==> config.mk <==
export PLATFORM = sky130hd
export DESIGN_NAME = life_cell_update_flat
export DESIGN_NICKNAME = d
export VERILOG_FILES = /design/src/rtl/life_cell_update_pkg.sv /design/src/rtl/life_cell_update_if.sv /design/src/rtl/life_cell_update_rule.sv /design/src/rtl/life_cell_update.sv /design/src/flat_wrapper.sv
export SDC_FILE = /design/constraint.sdc
export NUM_CORES = 1
export LEC_CHECK = 0
export ABC_AREA = 1
export CAP_MARGIN = 20
export CORE_AREA = 8 8 45 47
export CTS_BUF_LIST = sky130_fd_sc_hd__clkbuf_4 sky130_fd_sc_hd__clkbuf_8 sky130_fd_sc_hd__clkbuf_16
export DETAILED_ROUTE_END_ITERATION = 16
export DIE_AREA = 0 0 53 55
export DONT_BUFFER_PORTS = 1
export GPL_ROUTABILITY_DRIVEN = 0
export SYNTH_ARGS = -nofsm -noshare
export SYNTH_HDL_FRONTEND = slang
export SYNTH_SLANG_ARGS = --single-unit
==> constraint.sdc <==
create_clock -name clk -period 1 [get_ports clk]
set_clock_uncertainty 0.1 [all_clocks]
set_input_delay 0.2 -clock clk [delete_from_list [all_inputs] [get_ports clk]]
set_output_delay 0.2 -clock clk [all_outputs]
set_load 0.01 [all_outputs]
==> src/rtl/life_cell_update_pkg.sv <==
// Shared constants, default rule masks and FSM state type for the life cell block.
// Default masks encode Conway's rules: birth on 3, survival on 2 or 3.
package life_pkg;

  localparam int COUNT_W       = 4;
  localparam int MAX_NEIGHBORS = 8;
  localparam int AGE_W         = 8;

  localparam logic [COUNT_W-1:0] MAX_COUNT = COUNT_W'(MAX_NEIGHBORS);

  localparam logic [MAX_NEIGHBORS:0] DEFAULT_BIRTH_MASK   = 9'b000001000;
  localparam logic [MAX_NEIGHBORS:0] DEFAULT_SURVIVE_MASK = 9'b000001100;

  typedef enum logic [1:0] {
    IDLE   = 2'd0,
    EVAL   = 2'd1,
    COMMIT = 2'd2
  } state_t;

endpackage

==> src/rtl/life_cell_update_if.sv <==
// Step/load handshake and cell status bundle between a controller and one life cell.
interface life_cell_update_if;
  import life_pkg::*;

  logic [COUNT_W-1:0] neighbor_count;
  logic               step_valid;
  logic               step_ready;
  logic               load_en;
  logic               load_value;
  logic               alive;
  logic               done;
  logic               changed;
  logic               count_err;
  logic [AGE_W-1:0]   age;

  modport master (
    output neighbor_count, step_valid, load_en, load_value,
    input  step_ready, alive, done, changed, count_err, age
  );

  modport slave (
    input  neighbor_count, step_valid, load_en, load_value,
    output step_ready, alive, done, changed, count_err, age
  );

endinterface

==> src/rtl/life_cell_update_rule.sv <==
// Combinational birth/survival lookup; a count above the neighbourhood size indexes as 0.
module life_rule
  import life_pkg::*;
(
  input  logic                   alive,
  input  logic [COUNT_W-1:0]     count,
  input  logic [MAX_NEIGHBORS:0] birth_mask,
  input  logic [MAX_NEIGHBORS:0] survive_mask,
  output logic                   next
);

  logic [COUNT_W-1:0] idx;

  always_comb begin
    idx  = (count > MAX_COUNT) ? '0 : count;
    next = alive ? survive_mask[idx] : birth_mask[idx];
  end

endmodule

==> src/rtl/life_cell_update.sv <==
// Single Game-of-Life cell: IDLE -> EVAL -> COMMIT step FSM with seed load and error flag.
// Optional age counter is built only when LIFE_CELL_AGE_EN is defined.
module life_cell_update
  import life_pkg::*;
#(
  parameter logic [MAX_NEIGHBORS:0] BIRTH_MASK   = DEFAULT_BIRTH_MASK,
  parameter logic [MAX_NEIGHBORS:0] SURVIVE_MASK = DEFAULT_SURVIVE_MASK
) (
  input  logic               clk,
  input  logic               rst_n,
  life_cell_update_if.slave  bus
);

  state_t             state_q;
  state_t             state_d;
  logic [COUNT_W-1:0] cnt_q;
  logic               result_q;
  logic               rule_next;
  logic               alive_q;
  logic               done_q;
  logic               changed_q;
  logic               err_q;
  logic               accept;
  logic               commit;

  // A load always takes priority, so it blocks acceptance and cancels a pending commit
  assign accept = (state_q == IDLE) && bus.step_valid && !bus.load_en;
  assign commit = (state_q == COMMIT) && !bus.load_en;

  life_rule u_rule (
    .alive        (alive_q),
    .count        (cnt_q),
    .birth_mask   (BIRTH_MASK),
    .survive_mask (SURVIVE_MASK),
    .next         (rule_next)
  );

  always_ff @(posedge clk or negedge rst_n) begin
    if (!rst_n) state_q <= IDLE;
    else        state_q <= state_d;
  end

  always_comb begin
    state_d = state_q;
    case (state_q)
      IDLE:    if (accept) state_d = EVAL;
      EVAL:    state_d = COMMIT;
      COMMIT:  state_d = IDLE;
      default: state_d = IDLE;
    endcase
    if (bus.load_en) state_d = IDLE;
  end

  always_ff @(posedge clk or negedge rst_n) begin
    if (!rst_n) begin
      cnt_q     <= '0;
      result_q  <= 1'b0;
      alive_q   <= 1'b0;
      done_q    <= 1'b0;
      changed_q <= 1'b0;
      err_q     <= 1'b0;
    end else begin
      done_q    <= 1'b0;
      changed_q <= 1'b0;
      if (accept) begin
        cnt_q <= bus.neighbor_count;
        if (bus.neighbor_count > MAX_COUNT) err_q <= 1'b1;
      end
      if (state_q == EVAL) result_q <= rule_next;
      if (bus.load_en) begin
        alive_q <= bus.load_value;
      end else if (commit) begin
        alive_q   <= result_q;
        done_q    <= 1'b1;
        changed_q <= (result_q != alive_q);
      end
    end
  end

`ifdef LIFE_CELL_AGE_EN
  logic [AGE_W-1:0] age_q;

  always_ff @(posedge clk or negedge rst_n) begin
    if (!rst_n) begin
      age_q <= '0;
    end else if (bus.load_en) begin
      age_q <= '0;
    end else if (commit) begin
      if (!result_q)        age_q <= '0;
      else if (age_q != '1) age_q <= age_q + 1'b1;
    end
  end

  assign bus.age = age_q;
`else
  assign bus.age = '0;
`endif

  assign bus.step_ready = (state_q == IDLE);
  assign bus.alive      = alive_q;
  assign bus.done       = done_q;
  assign bus.changed    = changed_q;
  assign bus.count_err  = err_q;

endmodule

==> src/flat_wrapper.sv <==
// flat-port wrapper written by rule: the top's interface ports become plain ports
module life_cell_update_flat import life_pkg::*;
#(
  parameter logic [MAX_NEIGHBORS:0] BIRTH_MASK   = DEFAULT_BIRTH_MASK,
  parameter logic [MAX_NEIGHBORS:0] SURVIVE_MASK = DEFAULT_SURVIVE_MASK
)
  (clk, rst_n, bus_neighbor_count, bus_step_valid, bus_load_en, bus_load_value, bus_step_ready, bus_alive, bus_done, bus_changed, bus_count_err, bus_age);
  life_cell_update_if bus_i ();
  input  logic clk;
  input  logic rst_n;
  input wire logic [$bits(bus_i.neighbor_count)-1:0] bus_neighbor_count;
  input wire logic [$bits(bus_i.step_valid)-1:0] bus_step_valid;
  input wire logic [$bits(bus_i.load_en)-1:0] bus_load_en;
  input wire logic [$bits(bus_i.load_value)-1:0] bus_load_value;
  output wire logic [$bits(bus_i.step_ready)-1:0] bus_step_ready;
  output wire logic [$bits(bus_i.alive)-1:0] bus_alive;
  output wire logic [$bits(bus_i.done)-1:0] bus_done;
  output wire logic [$bits(bus_i.changed)-1:0] bus_changed;
  output wire logic [$bits(bus_i.count_err)-1:0] bus_count_err;
  output wire logic [$bits(bus_i.age)-1:0] bus_age;
  assign bus_i.neighbor_count = bus_neighbor_count;
  assign bus_i.step_valid = bus_step_valid;
  assign bus_i.load_en = bus_load_en;
  assign bus_i.load_value = bus_load_value;
  assign bus_step_ready = bus_i.step_ready;
  assign bus_alive = bus_i.alive;
  assign bus_done = bus_i.done;
  assign bus_changed = bus_i.changed;
  assign bus_count_err = bus_i.count_err;
  assign bus_age = bus_i.age;
  life_cell_update #(.BIRTH_MASK(BIRTH_MASK), .SURVIVE_MASK(SURVIVE_MASK)) u_core (.clk(clk), .rst_n(rst_n), .bus(bus_i));
endmodule
=== Word level (Yosys, flattened, before mapping) ===
Memory sizes are Yosys's and may differ from the RTL's.
Index checks and enable logic that the tools add are counted.

* Bits in registers: 11
* Latch bits: 0
* Memory bits (writable): 0
* ROM bits: 32
* Input port bits: 9
* Output and inout port bits: 13
* Memories kept: 2

* Add/subtract/negate cells: 0
* Multipliers: 0
* Divide/modulo/power cells: 0
* Magnitude comparators: 3
* Equal/unequal tests: 4
* Shifts and indexed selects: 0
* Multiplexer cells: 13
* Bitwise gates (word level): 0
* Reductions and logical operators: 7

{| class="wikitable"
|+ Memories
! name !! words !! width !! read ports !! clocked after Yosys merged registers in !! write ports !! RTL line !! text
|-
| (no name shown) || 16 || 1 || 1 || 0 || 0 || life_cell_update_rule.sv:16 || <nowiki>next = alive ? survive_mask[idx] : birth_mask[idx];</nowiki>
|-
| (no name shown) || 16 || 1 || 1 || 0 || 0 || life_cell_update_rule.sv:16 ||
|}

{| class="wikitable"
|+ Operators with widths
! kind !! count
|-
| $mux 1 || 9
|-
| $gt 4x4->1 const B || 2
|-
| $lt 4x5->1 const B || 1
|-
| $mux 2 || 2
|-
| $mux 4 || 1
|-
| $pmux 2 s2 || 1
|-
| $logic_and 1x1->1 || 3
|-
| $ne 3x2->1 const B || 1
|-
| $eq 2x1->1 const B || 1
|-
| $eq 2x2->1 const B || 1
|-
| $logic_not 2->1 || 1
|-
| $reduce_and 2->1 || 1
|-
| $reduce_bool 2->1 || 1
|-
| $logic_not 1->1 || 1
|-
| $ne 1x1->1 || 1
|}

=== Logic depth before layout (Yosys ltp) ===
* Word-level depth: 6
* Mapped depth: 5

=== By module ===
A second synthesis with hierarchy kept.

* Cells, all modules: 122
* Area, all modules: 813.3 um^2

{| class="wikitable"
|+ By module, submodules not included
! module !! times used !! cells each !! area an instance (um^2) !! sequential area each (um^2)
|-
| life_cell_update || 1 || 58 || 526.8 || 275.3
|-
| life_rule || 1 || 64 || 286.5 || 0.0
|}

=== Worst setup path after synthesis ===
OpenSTA, ideal clock, no wires.

* Path kind: register -> register
* From: register u_core.state_q[1]
* To: register u_core.cnt_q[0]
* Library setup time: 0.121 ns
* Data arrival time: 0.815 ns
* Setup slack: -0.036 ns
* Cell stages (with the launch flop): 5
* Path buffers: 0
* Path through: dfrtp_1 nor2_2 nand3_2 nand2_1 o21ai_1

* Word-level cells in the longest chain between the ends: 3

{| class="wikitable"
|+ RTL lines
! element !! RTL line !! text
|-
| from (decl) || life_cell_update.sv:14 || <nowiki>state_t state_q;</nowiki>
|-
| from (signal assigned) || life_cell_update.sv:40 || <nowiki>else state_q <= state_d;</nowiki>
|-
| $logic_not 2->1 || - ||
|-
| named net bus_step_ready || flat_wrapper.sv:15 || <nowiki>output wire logic [$bits(bus_i.step_ready)-1:0] bus_step_ready;</nowiki>
|-
| $logic_and 1x1->1 (2 in a row) || life_cell_update.sv:27 || <nowiki>assign accept = (state_q == IDLE) && bus.step_valid && !bus.load_en;</nowiki>
|-
| to (signal assigned) || life_cell_update.sv:66 || <nowiki>cnt_q <= bus.neighbor_count;</nowiki>
|-
| to (decl) || life_cell_update.sv:16 || <nowiki>logic [COUNT_W-1:0] cnt_q;</nowiki>
|}

The timed path passes the listed nets, and every way through them passes these cells.
A chain may end at the register's enable or synchronous reset.

=== Final worst setup path ===
* From: register u_core.state_q[0]
* To: output bus_step_ready

* Word-level cells in the longest chain between the ends: 1

{| class="wikitable"
|+ RTL lines
! element !! RTL line !! text
|-
| $logic_not 2->1 || life_cell_update.sv:99 || <nowiki>assign bus.step_ready = (state_q == IDLE);</nowiki>
|-
| to (decl) || flat_wrapper.sv:15 ||
|}

No other way between the ends.

==> results.cfg <==
[grt]
grt_antenna_before_repair = 0
grt_pass1_vias = 425
grt_usage_pct = 8.049
grt_max_degree = 12
grt_pass1_wl_mm = 1.718
overflow = 0

[hold_path]
worstHoldStart = bus_neighbor_count[2]
worstHoldEndpoint = u_core.cnt_q[2]
hold_path_depth = 2
hold_path_class = input port to flop

[job]
drv_cap = 0

[clocking]
cts.clk_slew.worst_paths_ns = 0.07
insertion_delay_ns = 0.27
htreeDepth = 1
clock_path_buffers = 2
cts-root-buf = clkbuf_4
cts_sinks = 11
cts_made_buffers = 3
cts_tree = yes

[logic_synthesis]
synth_cell_types = 15
synth_enable_flop_cells = 0
synthTopCellsByArea = dfrtp_1 52%, buf_4 11%, nand2_1 9.9%
synth_seq_area_share_pct = 51.89
netlist_instances = 61
ys_seq_elements = 11
synth_common_cells = 14 x nand2_1, 11 x dfrtp_1, 8 x buf_4
syn_area_um2 = 530.5
synth_top_area_share_pct = 51.89
async_flop_share_pct = 100.0
ys_warn_count = 0
synth.most_common_cell = nand2_1
synth_flop_cell = dfrtp_1
post-synth-top-area-cell = dfrtp_1
syn_avg_cell_area_um2 = 8.697

[sta]
slew-limit-headroom_pct = 66.48
period_share_pct = 122.2
setup_viol = 11
rsz0062_at_grt = true
fin_crit_ns = 1.222
worst_slack_ns = -0.2217
max_freq_mhz = 818.5
hold_viol = 0
slew_violations = 0
worstMarginPinSlew_ns = 0.5011

[power_and_ir_drop]
ir_drop_mv = 0.5729
p_leak_uw = 0.0003561
p_per_area_nw_per_um2 = 1497

[worst_setup_path]
r2r-start = u_core.state_q[0]
r2r-end = u_core.cnt_q[1]
arrival_ns = 0.92
crit_required_ns = 0.70
start_kind = flop
end_kind = output port
regToRegSetupSlack_ns = -0.20
startpoint = u_core.state_q[0]
reg2reg_depth = 6
criticalPathCategory = flop to output port
critPathMaxFanout = 2

[route]
routed_wl_mm = 1.106
final_antenna_net_count = 0
drt-initial-drc-count = 7
routedWlPerCell_um = 11.89
drc = 0
via_per_inst = 4.570
vias = 425
firstDrtPassIters = 4

[placement]
dp_cells = 78
place.detailed.hpwl_um = 800.1
port_buffers = 0

[floorplanning]
placementRows = 14
die_area_um2 = 2915
die_h_um = 55
ioPinCount = 22
coreArea_um2 = 1384
die_w_um = 53
start_util_pct = 38.34

[status]
status = finished, violations left
violations = setup timing

[layout]
areaGrowthSynthToFinish_pct = 33.02
utilization_pct = 50.99
nets = 87
antennaDiodeCount = 0
drive_gt1_share_pct = 32.47
final_cells = 93
-- where the power goes --
group,leakage [µW],total [µW],internal [µW],switching [µW]
logic,0.000199,211,98.4,112
clock network,0.0000184,329,182,147
registers,0.000139,517,488,29.4
total,0.000356,1060,768,289
-- layer usage --
layer  vias up  global-route usage, %  part of all wire (%)
li1        201                      -                     -
met1       200                  9.190                    41
met3         5                  1.872                   4.7
met4         0                  6.466                   3.5
met2        19                  12.70                    51
met5         -                      0                     0
-- flip-flops by register name, summed over array words and instances (netlist names) --
signal / count
u_core.cnt_q: 4
u_core.state_q: 2
u_core.bus.alive: 1
u_core.bus.changed: 1
u_core.bus.count_err: 1
u_core.bus.done: 1
u_core.result_q: 1
-- critical path, cell delays in order, from the launching register on --
cell and delay [ns]:
dfrtp_1 0.41, nor2_4 0.13, buf_6 0.11
-- cell usage in the layout (no fill, tap or decap) --
cell type      instances
nand3_4                1
nor3_2                 1
conb_1                 8
buf_6                  3
xnor2_1                1
inv_1                  6
o21ai_2                2
nand2_2                5
nor2_4                 2
o21ai_1                2
dlygate4sd3_1          6
buf_4                  4
nor2_2                 1
nand3_1                4
inv_2                  2
dfrtp_1               11
nor2_1                 4
nand2_1               10
clkbuf_4               4
-- worst max path at each step --
stage | end | slack, ns | depth (start not counted)
CTS | bus_step_ready | -0.21 | 2
floorplan | u_core.cnt_q[0] | 0.003 | 4
global route | u_core.cnt_q[0] | -0.27 | 6
finish | bus_step_ready | -0.22 | 2
global placement | u_core.cnt_q[2] | 0.008 | 4
detailed placement | u_core.cnt_q[1] | -0.02 | 4
-- cell type report --
| type | count | area (µm²) |
|---|---|---|
| timing repair buffer | 13 | 123.9 |
| fill | 133 | 678.2 |
| sequential | 11 | 275.3 |
| clock buffer | 4 | 30.03 |
| multi-input combinational | 41 | 226.5 |
| tap | 16 | 20.02 |
| inverter | 8 | 30.03 |
-- metrics by stage --
step | area (µm²) | worst slack, ns | setup TNS, ns | total power, µW | hold slack (ns)
3_3_place_gp | 536.8 | 0.007744 | 0 | 646.9 | -0.1953
4_1_cts | 666.9 | -0.2131 | -0.9128 | 1031 | 0.005601
5_1_grt | 705.7 | -0.2666 | -2.001 | 1116 | 0.02563
2_1_floorplan | 561.8 | 0.003465 | 0 | 641.5 | -0.1956
6_report | 705.7 | -0.2217 | -1.285 | 1057 | 0.004219
3_5_place_dp | 536.8 | -0.01873 | -0.04976 | 650.9 | -0.1953
-- cell families (layout without fill, tap and decap cells) --
group / after synthesis / in the layout / synth area share (%)
buffers and inverters: 16 / 25 / 16.98
xor gates and xnor gates: 1 / 1 / 1.651
and+or+nand+nor: 28 / 28 / 25.00
AOI/OAI and AO/OA: 4 / 4 / 3.774
DFF: 11 / 11 / 51.89
other: 1 / 8 / 0.7069
-- what timing repair did --
action | CTS | global route
pin swaps | 2 | 4
setup endpoints to repair | 8 | 13
endpoints found under the hold margin | 19 | 0
resized for setup | 5 | 7
buffers inserted | 3 | 2
hold buffers | 6 | 0
Note: power is estimated with default switching activity, not from simulation.
